$ cat src/rtl/warp_scheduler_pkg.sv
// Shared types for the warp scheduler and its arbiter.
// Address width matches the core instruction memory.
package warp_scheduler_pkg;

  localparam int IMEM_AW = 16;

  typedef logic [IMEM_AW-1:0] instruction_memory_address_t;

  typedef enum logic [2:0] {
    IDLE,
    FETCH,
    READY,
    ISSUED,
    DONE
  } warp_state_t;

  function automatic int widx_w(input int n);
    return (n > 1) ? $clog2(n) : 1;
  endfunction

endpackage

$ cat src/rtl/warp_scheduler_if.sv
// Issue/retire bundle between the scheduler and the shared pipeline.
// master = scheduler side, slave = pipeline side.
interface warp_scheduler_if
  import warp_scheduler_pkg::*;
#(
  parameter int W = 2
);

  localparam int IW = widx_w(W);

  logic                        issue_valid;
  logic [IW-1:0]               issue_warp;
  instruction_memory_address_t issue_pc;
  logic                        issue_ready;

  logic                        retire_valid;
  logic [IW-1:0]               retire_warp;
  instruction_memory_address_t retire_next_pc;
  logic                        retire_halt;

  modport master (
    output issue_valid,
    output issue_warp,
    output issue_pc,
    input  issue_ready,
    input  retire_valid,
    input  retire_warp,
    input  retire_next_pc,
    input  retire_halt
  );

  modport slave (
    input  issue_valid,
    input  issue_warp,
    input  issue_pc,
    output issue_ready,
    output retire_valid,
    output retire_warp,
    output retire_next_pc,
    output retire_halt
  );

endinterface

$ cat src/rtl/warp_scheduler_rr_arbiter.sv
// Combinational round-robin arbiter: first request strictly
// after ptr wins, wrapping. One-hot grant plus index.
module warp_scheduler_rr_arbiter
  import warp_scheduler_pkg::*;
#(
  parameter  int N  = 2,
  localparam int IW = widx_w(N)
)(
  input  logic [N-1:0]  req,
  input  logic [IW-1:0] ptr,
  output logic [N-1:0]  grant,
  output logic [IW-1:0] idx
);

  logic found;

  always_comb begin
    grant = '0;
    idx   = '0;
    found = 1'b0;
    for (int i = 1; i <= N; i++) begin
      for (int j = 0; j < N; j++) begin
        if (!found && req[j] &&
            j == (int'(ptr) + i) % N) begin
          found    = 1'b1;
          grant[j] = 1'b1;
          idx      = IW'(j);
        end
      end
    end
  end

endmodule

$ cat src/rtl/warp_scheduler.sv
// Per-core warp scheduler: launches warps, tracks fetch/issue/
// retire per warp and offers READY warps round-robin.
module warp_scheduler
  import warp_scheduler_pkg::*;
#(
  parameter int WARPS_PER_CORE   = 2,
  parameter int THREADS_PER_WARP = 32
)(
  input  logic                        clk,
  input  logic                        reset,
  input  logic                        start,
  input  logic [$clog2(WARPS_PER_CORE):0] num_warps,
  input  instruction_memory_address_t base_pc,
  output logic                        done,
  output logic [WARPS_PER_CORE-1:0]   fetch_req_valid,
  output instruction_memory_address_t fetch_pc [WARPS_PER_CORE],
  input  logic [WARPS_PER_CORE-1:0]   fetch_done,
  warp_scheduler_if.master            pipe,
  output logic                        protocol_error
);

  localparam int W  = WARPS_PER_CORE;
  localparam int IW = widx_w(W);

  if (W < 1 || W > 16 || THREADS_PER_WARP < 1) begin : g_bad_cfg
    $error("warp_scheduler: bad configuration");
  end

  warp_state_t                 state_q [W];
  warp_state_t                 state_d [W];
  instruction_memory_address_t pc_q    [W];
  instruction_memory_address_t pc_d    [W];

  logic [IW-1:0] rr_q, rr_d;
  logic [IW-1:0] lock_q, lock_d;
  logic          lock_vld_q, lock_vld_d;
  logic          done_d, perr_d;

  logic [W-1:0]  ready_vec, grant;
  logic [IW-1:0] gidx;
  logic          running, all_done;
  logic          accept, fire, hit;

  always_comb begin
    running  = 1'b0;
    all_done = 1'b1;
    for (int w = 0; w < W; w++) begin
      ready_vec[w]       = state_q[w] == READY;
      fetch_req_valid[w] = state_q[w] == FETCH;
      fetch_pc[w]        = pc_q[w];
      if (state_q[w] != IDLE && state_q[w] != DONE)
        running = 1'b1;
      if (state_q[w] != DONE)
        all_done = 1'b0;
    end
  end

  warp_scheduler_rr_arbiter #(.N(W)) u_arb (
    .req   (ready_vec),
    .ptr   (rr_q),
    .grant (grant),
    .idx   (gidx)
  );

  assign accept = start && !running;
  assign fire   = lock_vld_q && pipe.issue_ready;

  assign pipe.issue_valid = lock_vld_q;
  assign pipe.issue_warp  = lock_vld_q ? lock_q : '0;
  assign pipe.issue_pc    = lock_vld_q ? pc_q[lock_q] : '0;

  always_comb begin
    state_d    = state_q;
    pc_d       = pc_q;
    rr_d       = rr_q;
    lock_d     = lock_q;
    lock_vld_d = lock_vld_q;
    hit        = 1'b0;

    for (int w = 0; w < W; w++) begin
      if (state_q[w] == FETCH && fetch_done[w])
        state_d[w] = READY;
      if (fire && lock_q == IW'(w))
        state_d[w] = ISSUED;
      if (pipe.retire_valid &&
          pipe.retire_warp == IW'(w) &&
          state_q[w] == ISSUED) begin
        hit = 1'b1;
        if (pipe.retire_halt) begin
          state_d[w] = DONE;
        end else begin
          state_d[w] = FETCH;
          pc_d[w]    = pipe.retire_next_pc;
        end
      end
    end

    // lock is released on handshake; reselect on a later cycle
    if (fire) begin
      rr_d       = lock_q;
      lock_vld_d = 1'b0;
    end else if (!lock_vld_q && |grant) begin
      lock_vld_d = 1'b1;
      lock_d     = gidx;
    end

    if (accept) begin
      for (int w = 0; w < W; w++) begin
        if (w < int'(num_warps)) begin
          state_d[w] = FETCH;
          pc_d[w]    = base_pc;
        end else begin
          state_d[w] = DONE;
        end
      end
    end

    perr_d = protocol_error | (pipe.retire_valid & ~hit);
    done_d = accept ? 1'b0 : all_done;
  end

  always_ff @(posedge clk or negedge reset) begin
    if (!reset) begin
      for (int w = 0; w < W; w++) begin
        state_q[w] <= IDLE;
        pc_q[w]    <= '0;
      end
      rr_q           <= IW'(W - 1);
      lock_q         <= '0;
      lock_vld_q     <= 1'b0;
      done           <= 1'b0;
      protocol_error <= 1'b0;
    end else begin
      state_q        <= state_d;
      pc_q           <= pc_d;
      rr_q           <= rr_d;
      lock_q         <= lock_d;
      lock_vld_q     <= lock_vld_d;
      done           <= done_d;
      protocol_error <= perr_d;
    end
  end

endmodule
$ cat src/flat_wrapper.sv
// flat-port wrapper written by rule: the top's interface ports become plain ports
module warp_scheduler_flat import warp_scheduler_pkg::*;
#(
  parameter int WARPS_PER_CORE   = 2,
  parameter int THREADS_PER_WARP = 32
)
  (clk, reset, start, num_warps, base_pc, done, fetch_req_valid, fetch_pc, fetch_done, protocol_error, pipe_issue_valid, pipe_issue_warp, pipe_issue_pc, pipe_issue_ready, pipe_retire_valid, pipe_retire_warp, pipe_retire_next_pc, pipe_retire_halt);
  warp_scheduler_if pipe_i ();
  input  logic clk;
  input  logic reset;
  input  logic start;
  input  logic [$clog2(WARPS_PER_CORE):0] num_warps;
  input  instruction_memory_address_t base_pc;
  output logic done;
  output logic [WARPS_PER_CORE-1:0] fetch_req_valid;
  output instruction_memory_address_t fetch_pc[WARPS_PER_CORE];
  input  logic [WARPS_PER_CORE-1:0] fetch_done;
  output logic protocol_error;
  output wire logic [$bits(pipe_i.issue_valid)-1:0] pipe_issue_valid;
  output wire logic [$bits(pipe_i.issue_warp)-1:0] pipe_issue_warp;
  output wire logic [$bits(pipe_i.issue_pc)-1:0] pipe_issue_pc;
  input wire logic [$bits(pipe_i.issue_ready)-1:0] pipe_issue_ready;
  input wire logic [$bits(pipe_i.retire_valid)-1:0] pipe_retire_valid;
  input wire logic [$bits(pipe_i.retire_warp)-1:0] pipe_retire_warp;
  input wire logic [$bits(pipe_i.retire_next_pc)-1:0] pipe_retire_next_pc;
  input wire logic [$bits(pipe_i.retire_halt)-1:0] pipe_retire_halt;
  assign pipe_issue_valid = pipe_i.issue_valid;
  assign pipe_issue_warp = pipe_i.issue_warp;
  assign pipe_issue_pc = pipe_i.issue_pc;
  assign pipe_i.issue_ready = pipe_issue_ready;
  assign pipe_i.retire_valid = pipe_retire_valid;
  assign pipe_i.retire_warp = pipe_retire_warp;
  assign pipe_i.retire_next_pc = pipe_retire_next_pc;
  assign pipe_i.retire_halt = pipe_retire_halt;
  warp_scheduler #(.WARPS_PER_CORE(WARPS_PER_CORE), .THREADS_PER_WARP(THREADS_PER_WARP)) u_core (.clk(clk), .reset(reset), .start(start), .num_warps(num_warps), .base_pc(base_pc), .done(done), .fetch_req_valid(fetch_req_valid), .fetch_pc(fetch_pc), .fetch_done(fetch_done), .pipe(pipe_i), .protocol_error(protocol_error));
endmodule
$ cat config.mk
export PLATFORM = sky130hd
export DESIGN_NAME = warp_scheduler_flat
export DESIGN_NICKNAME = d
export VERILOG_FILES = /design/src/rtl/warp_scheduler_pkg.sv /design/src/rtl/warp_scheduler_if.sv /design/src/rtl/warp_scheduler_rr_arbiter.sv /design/src/rtl/warp_scheduler.sv /design/src/flat_wrapper.sv
export SDC_FILE = /design/constraint.sdc
export NUM_CORES = 1
export LEC_CHECK = 0
export ABC_AREA = 0
export CAP_MARGIN = 20
export CORE_ASPECT_RATIO = 0.5
export CORE_MARGIN = 3
export CORE_UTILIZATION = 50
export DETAILED_ROUTE_END_ITERATION = 10
export DONT_BUFFER_PORTS = 1
export PLACE_DENSITY_LB_ADDON = 0.3
export SYNTH_ARGS = -nofsm -noshare
export SYNTH_HDL_FRONTEND = slang
export SYNTH_HIERARCHICAL = 1
export SYNTH_SLANG_ARGS = --single-unit
$ cat constraint.sdc
create_clock -name clk -period 1.9 [get_ports clk]
set_input_delay 0.38 -clock clk [delete_from_list [all_inputs] [get_ports clk]]
set_output_delay 0.38 -clock clk [all_outputs]
set_load 0.02 [all_outputs]
### Word-level counts from Yosys, hierarchy flattened

Cells that the tools add are included.

* logic and storage cells: 106
* output and inout bits: 54
* bits in registers: 43
* input bits: 43

* add/sub/neg operators: 2
* reduce and logical (&&, ||, !) cells: 34
* muxes and demuxes: 39
* equality and inequality tests: 10
* bitwise operators: 9
* magnitude comparators: 3

Operators by type and width (count)
* $mux 16: 10
* $logic_not 32->1: 2
* $mux 32: 1
* $mux 3: 9
* $logic_and 1x1->1: 20
* $mux 1: 18
* $eq 3x2->1 const B: 4
* $reduce_bool 4->1: 2
* $eq 3x1->1 const B: 2
* $mux 6: 1
* $ne 3x3->1 const B: 2
* $reduce_bool 3->1: 2
* $logic_not 1->1: 5
* $eq 2x2->1 const A: 2
* $lt 1x2->1 const A: 2
* $not 1->1: 4
* $add 1x1->1 const B: 2
* $and 1x1->1 const A: 2
* $ge 2x2->1 const B: 1
* $not 1->2: 1
* $reduce_and 2->1: 1
* $reduce_bool 2->1: 1
* $reduce_or 2->1: 1
* $and 1x1->1: 1
* $or 1x1->1: 1

### Longest topological paths before layout

* depth in word-level cells: 21
* depth in mapped cells: 6
* depth with buffers taken out: 5

### Modules after synthesis

The synthesis kept the hierarchy.

By module, submodules not included
* warp_scheduler: instances 1, cells each 289, seq. area each 1077.3 µm², area an instance 2547.4 µm²
* warp_scheduler_rr_arbiter: instances 1, cells each 4, seq. area each 0.0 µm², area an instance 26.3 µm²

### Least setup slack after synthesis

Ideal clock, no wire load.

* path type: reg-to-output
* start point: register u_core.lock_q
* end point: output port pipe_issue_pc[10]
* required time: 1520 ps
* cell stages (with the launch flop): 5
* arrival: 1431 ps
* buffers on the path: 2
* path slack: 89 ps
* path through: dfrtp_1 > buf_2 > buf_1 > mux2i_1 > nor2b_1

* word-level cells in the longest chain between the ends: 5

Ends and longest elaborated chain
* start: declaration: line warp_scheduler.sv:35 `logic [IW-1:0] lock_q, lock_d;`
* start signal: assignment: line warp_scheduler.sv:137 `lock_q <= lock_d;`
* $not 1->2 (not written as such): line warp_scheduler.sv:70 `assign pipe.issue_pc = lock_vld_q ? pc_q[lock_q] : '0;`
* $mux 16 (not written as such) (3 in series): line warp_scheduler.sv:70
* $mux 16: line warp_scheduler.sv:70
* end: declaration: line flat_wrapper.sv:21 `output wire logic [$bits(pipe_i.issue_pc)-1:0] pipe_issue_pc;`

No other way between the ends. The select of a mux whose other input is x is not followed.

### Final worst setup path

* start point: register u_core.lock_q
* end point: output port pipe_issue_pc[8]

Same word-level chain as after synthesis.

==> flow_summary.ini <==
[outcome]
outcome = finished, final reports clean

[floorplanning]
die_w_um = 107.5
start_util_pct = 55.00
dieArea_um2 = 6096
coreArea_um2 = 4679
ios = 97
die_y_um = 56.73
rows = 17

[yosys]
synth.distinct_cells = 41
ys_top_cells_by_area = dfrtp_1 (41%), a31oi_1 (7.8%), o21ai_0 (6.6%)
synth-main-ff-cell = dfrtp_1
post-synth-top-count-cell = dfrtp_1
synth_seq_cells = 43
yosysSeqAreaShare_pct = 41.86
synth.cell_area_um2 = 2574
synthMuxAreaShare_pct = 6.660
synth_fp_nets = 336
async_flop_share_pct = 100.0
synth-compound-area-share_pct = 19.25
synthAdderAreaFrac_pct = 0
netlist_top_cells_count = dfrtp_1 (42), nand2_1 (34), o21ai_0 (34), a31oi_1 (32), nor3_1 (32)
synth_edf_count = 0
syn-instance-count = 293
synth_simple_gate_area_share_pct = 26.98
yosys_warnings = 6
synth_xor_area_share_pct = 0
synth_area_per_cell_um2 = 8.784
synth_top_family_by_area = simple AND/OR/NAND/NOR gates
yosysTopAreaCell = dfrtp_1
synth_top_cell_area_share_pct = 40.84

[layout]
drive_above_1_share_pct = 17.31
diodes = 0
syn_to_final_growth_pct = 14.63
nNetsFinal = 354
fin_area_um2 = 2950

[setup_path]
crit_path_start = u_core/lock_q
cpMaxStageDelayCell = dfrtp_1
rr_startpoint = u_core/state_q[0]
cp_max_fo = 14
crit_family = buffers and inverters
worst_r2r_path_depth = 3
path_cells = buf_4 > mux2i_1 > nor2b_1 > buf_4
worstSetupPathDepth = 4
worst_path_most_repeated_cell = buf_4
worstSetupEndpointType = output pin
cpPeakStageDelay_ns = 0.37
critPathLaunchType = register
crit_arrival_ns = 1.45
critPathBufInv = 2
required_ns = 1.52
criticalPathCategory = reg -> out

[clock_network]
cts_sinks = 43
htree_levels = 2
cts_tree = done
clk_pin_slew_ns = 0.10
ctsLongestPathBuffers = 2
cts-root-buf = clkbuf_8
clk_latency_ns = 0.31
cts_buffers = 5

[route]
wl_per_cell_um = 20.75
postRouteAntennaNets = 0
drt-total-wl_um = 7844
vias = 2421
drc_errors = 0
viasPerCell = 6.405
drtIter0Drc = 196
first_pass_iters = 5

[timing]
period_share_pct = 96.52
fin_ws_ns = 0.06616
finalWorstPathRequiredPeriod_ns = 1.834
finalSetupViolations = 0
fmax_mhz = 545.3
drv_slew = 0
timing.slew.headroom_pct = 56.92
fin_tns_setup_ns = 0
rsz0062_at_grt = no
finalHoldViolations = 0
worstMarginPinSlew_ns = 0.6446
finalClockSkew_ns = 0.01417

[flow_run]
drv_cap = 0

[global_route]
grt.overflow.total = 0
track_usage_pct = 25.07
grt_pass1_wl_um = 11960
grt_pass1_vias = 2310
antenna_found_initial = 0
grt_max_degree = 44

[placed_design]
dp_hpwl_um = 5366
port-buffer-count = 0
gp_congestion = 0.9446
place_ws_ns = 0.09028
place_area_um2 = 2803

[power]
p_leak_nw = 1.157
ir_drop_mv = 0.8045
power.total_mw = 4.886
power_density_nw_per_um2 = 1656

[hold_path]
hp-start = start
hold_path_class = in -> reg
holdPathStages = 1
==> logic make-up (layout without fill, tap and decap cells) <==
group                  Yosys count  in the layout
multiplexers                    17             17
AND/OR/NAND/NOR                121            121
flip-flops                      43             43
AO/OA/AOI/OAI                   82             82
buffers and inverters           30             49
==> worst paths after layout <==
path	endpoint	slack (ns)
max	pipe_issue_pc[8]	0.07
min	u_core/done	0.15
max reg2reg	u_core/fetch_pc[30]	0.13
min reg2reg	u_core/rr_q	0.53
max in group asynchronous	u_core/rr_q	1.09
min in group asynchronous	u_core/fetch_pc[0]	0.55
==> per-layer routing <==
metal / GRT usage, % / vias to the layer above / wire length, um
met5: 0 / - / 0
met2: 39.29 / 152 / 3456
li1: - / 1117 / -
met3: 10.33 / 9 / 1086
met4: 5.755 / 0 / 70
met1: 32.48 / 1143 / 3231
==> timing repair <==
| item | CTS | global route |
|---|---|---|
| setup buffers | 0 | 2 |
| endpoints found under the hold margin | 43 | 0 |
| endpoints found under the setup margin | 0 | 31 |
| hold buffers | 2 | 0 |
| resized for setup | 0 | 2 |
==> layout make-up <==
| cell class | count | area [um2] |
|---|---|---|
| fillers | 390 | 1729 |
| multi-input cells | 220 | 1376 |
| flip-flops and latches | 43 | 1079 |
| repair buffers | 38 | 307.8 |
| well taps | 66 | 82.58 |
| clock buffers | 5 | 68.82 |
| clock inverters | 3 | 25.02 |
| inverters | 3 | 11.26 |
==> through the flow <==
stage / util (%) / hold slack, ns / std cells
global placement: 59.89 / 0.08566 / 366
floorplan: - / 0.08441 / 293
CTS: 62.70 / 0.1320 / 376
detailed placement: 59.89 / 0.08559 / 366
global route: 63.05 / 0.1249 / 378
finish: 63.05 / 0.1474 / 378
==> cells in the final DEF, fill, tap and decap left out, types with 2 or more instances in the layout <==
cell type	count
a21oi_1	2
or3b_2	2
mux2i_1	16
o21ai_0	34
a221oi_1	2
nor3b_1	4
nand2_1	34
o21a_1	2
clkinv_4	2
nor3_1	32
nor4_1	2
inv_1	3
clkbuf_8	5
buf_4	36
dfrtp_1	41
a31oi_1	32
nor2b_1	16
a32o_1	2
a311oi_1	2
nor2_1	4
and3b_1	17
==> state kept, by name, indices dropped and copies added, names as in the netlist <==
register                 count
u_core/fetch_pc             32
u_core/protocol_error        1
u_core/done                  1
u_core/lock_q                1
u_core/rr_q                  1
u_core/pipe.issue_valid      1
u_core/state_q               6
==> where the power goes <==
part / total (mW) / switching (mW) / internal (mW) / leakage, nW
sequential: 2.29 / 0.941 / 1.35 / 0.500
clock: 0.611 / 0.348 / 0.263 / 0.0443
combinational: 1.99 / 1.06 / 0.926 / 0.612
(Power assumes the default switching activity.)
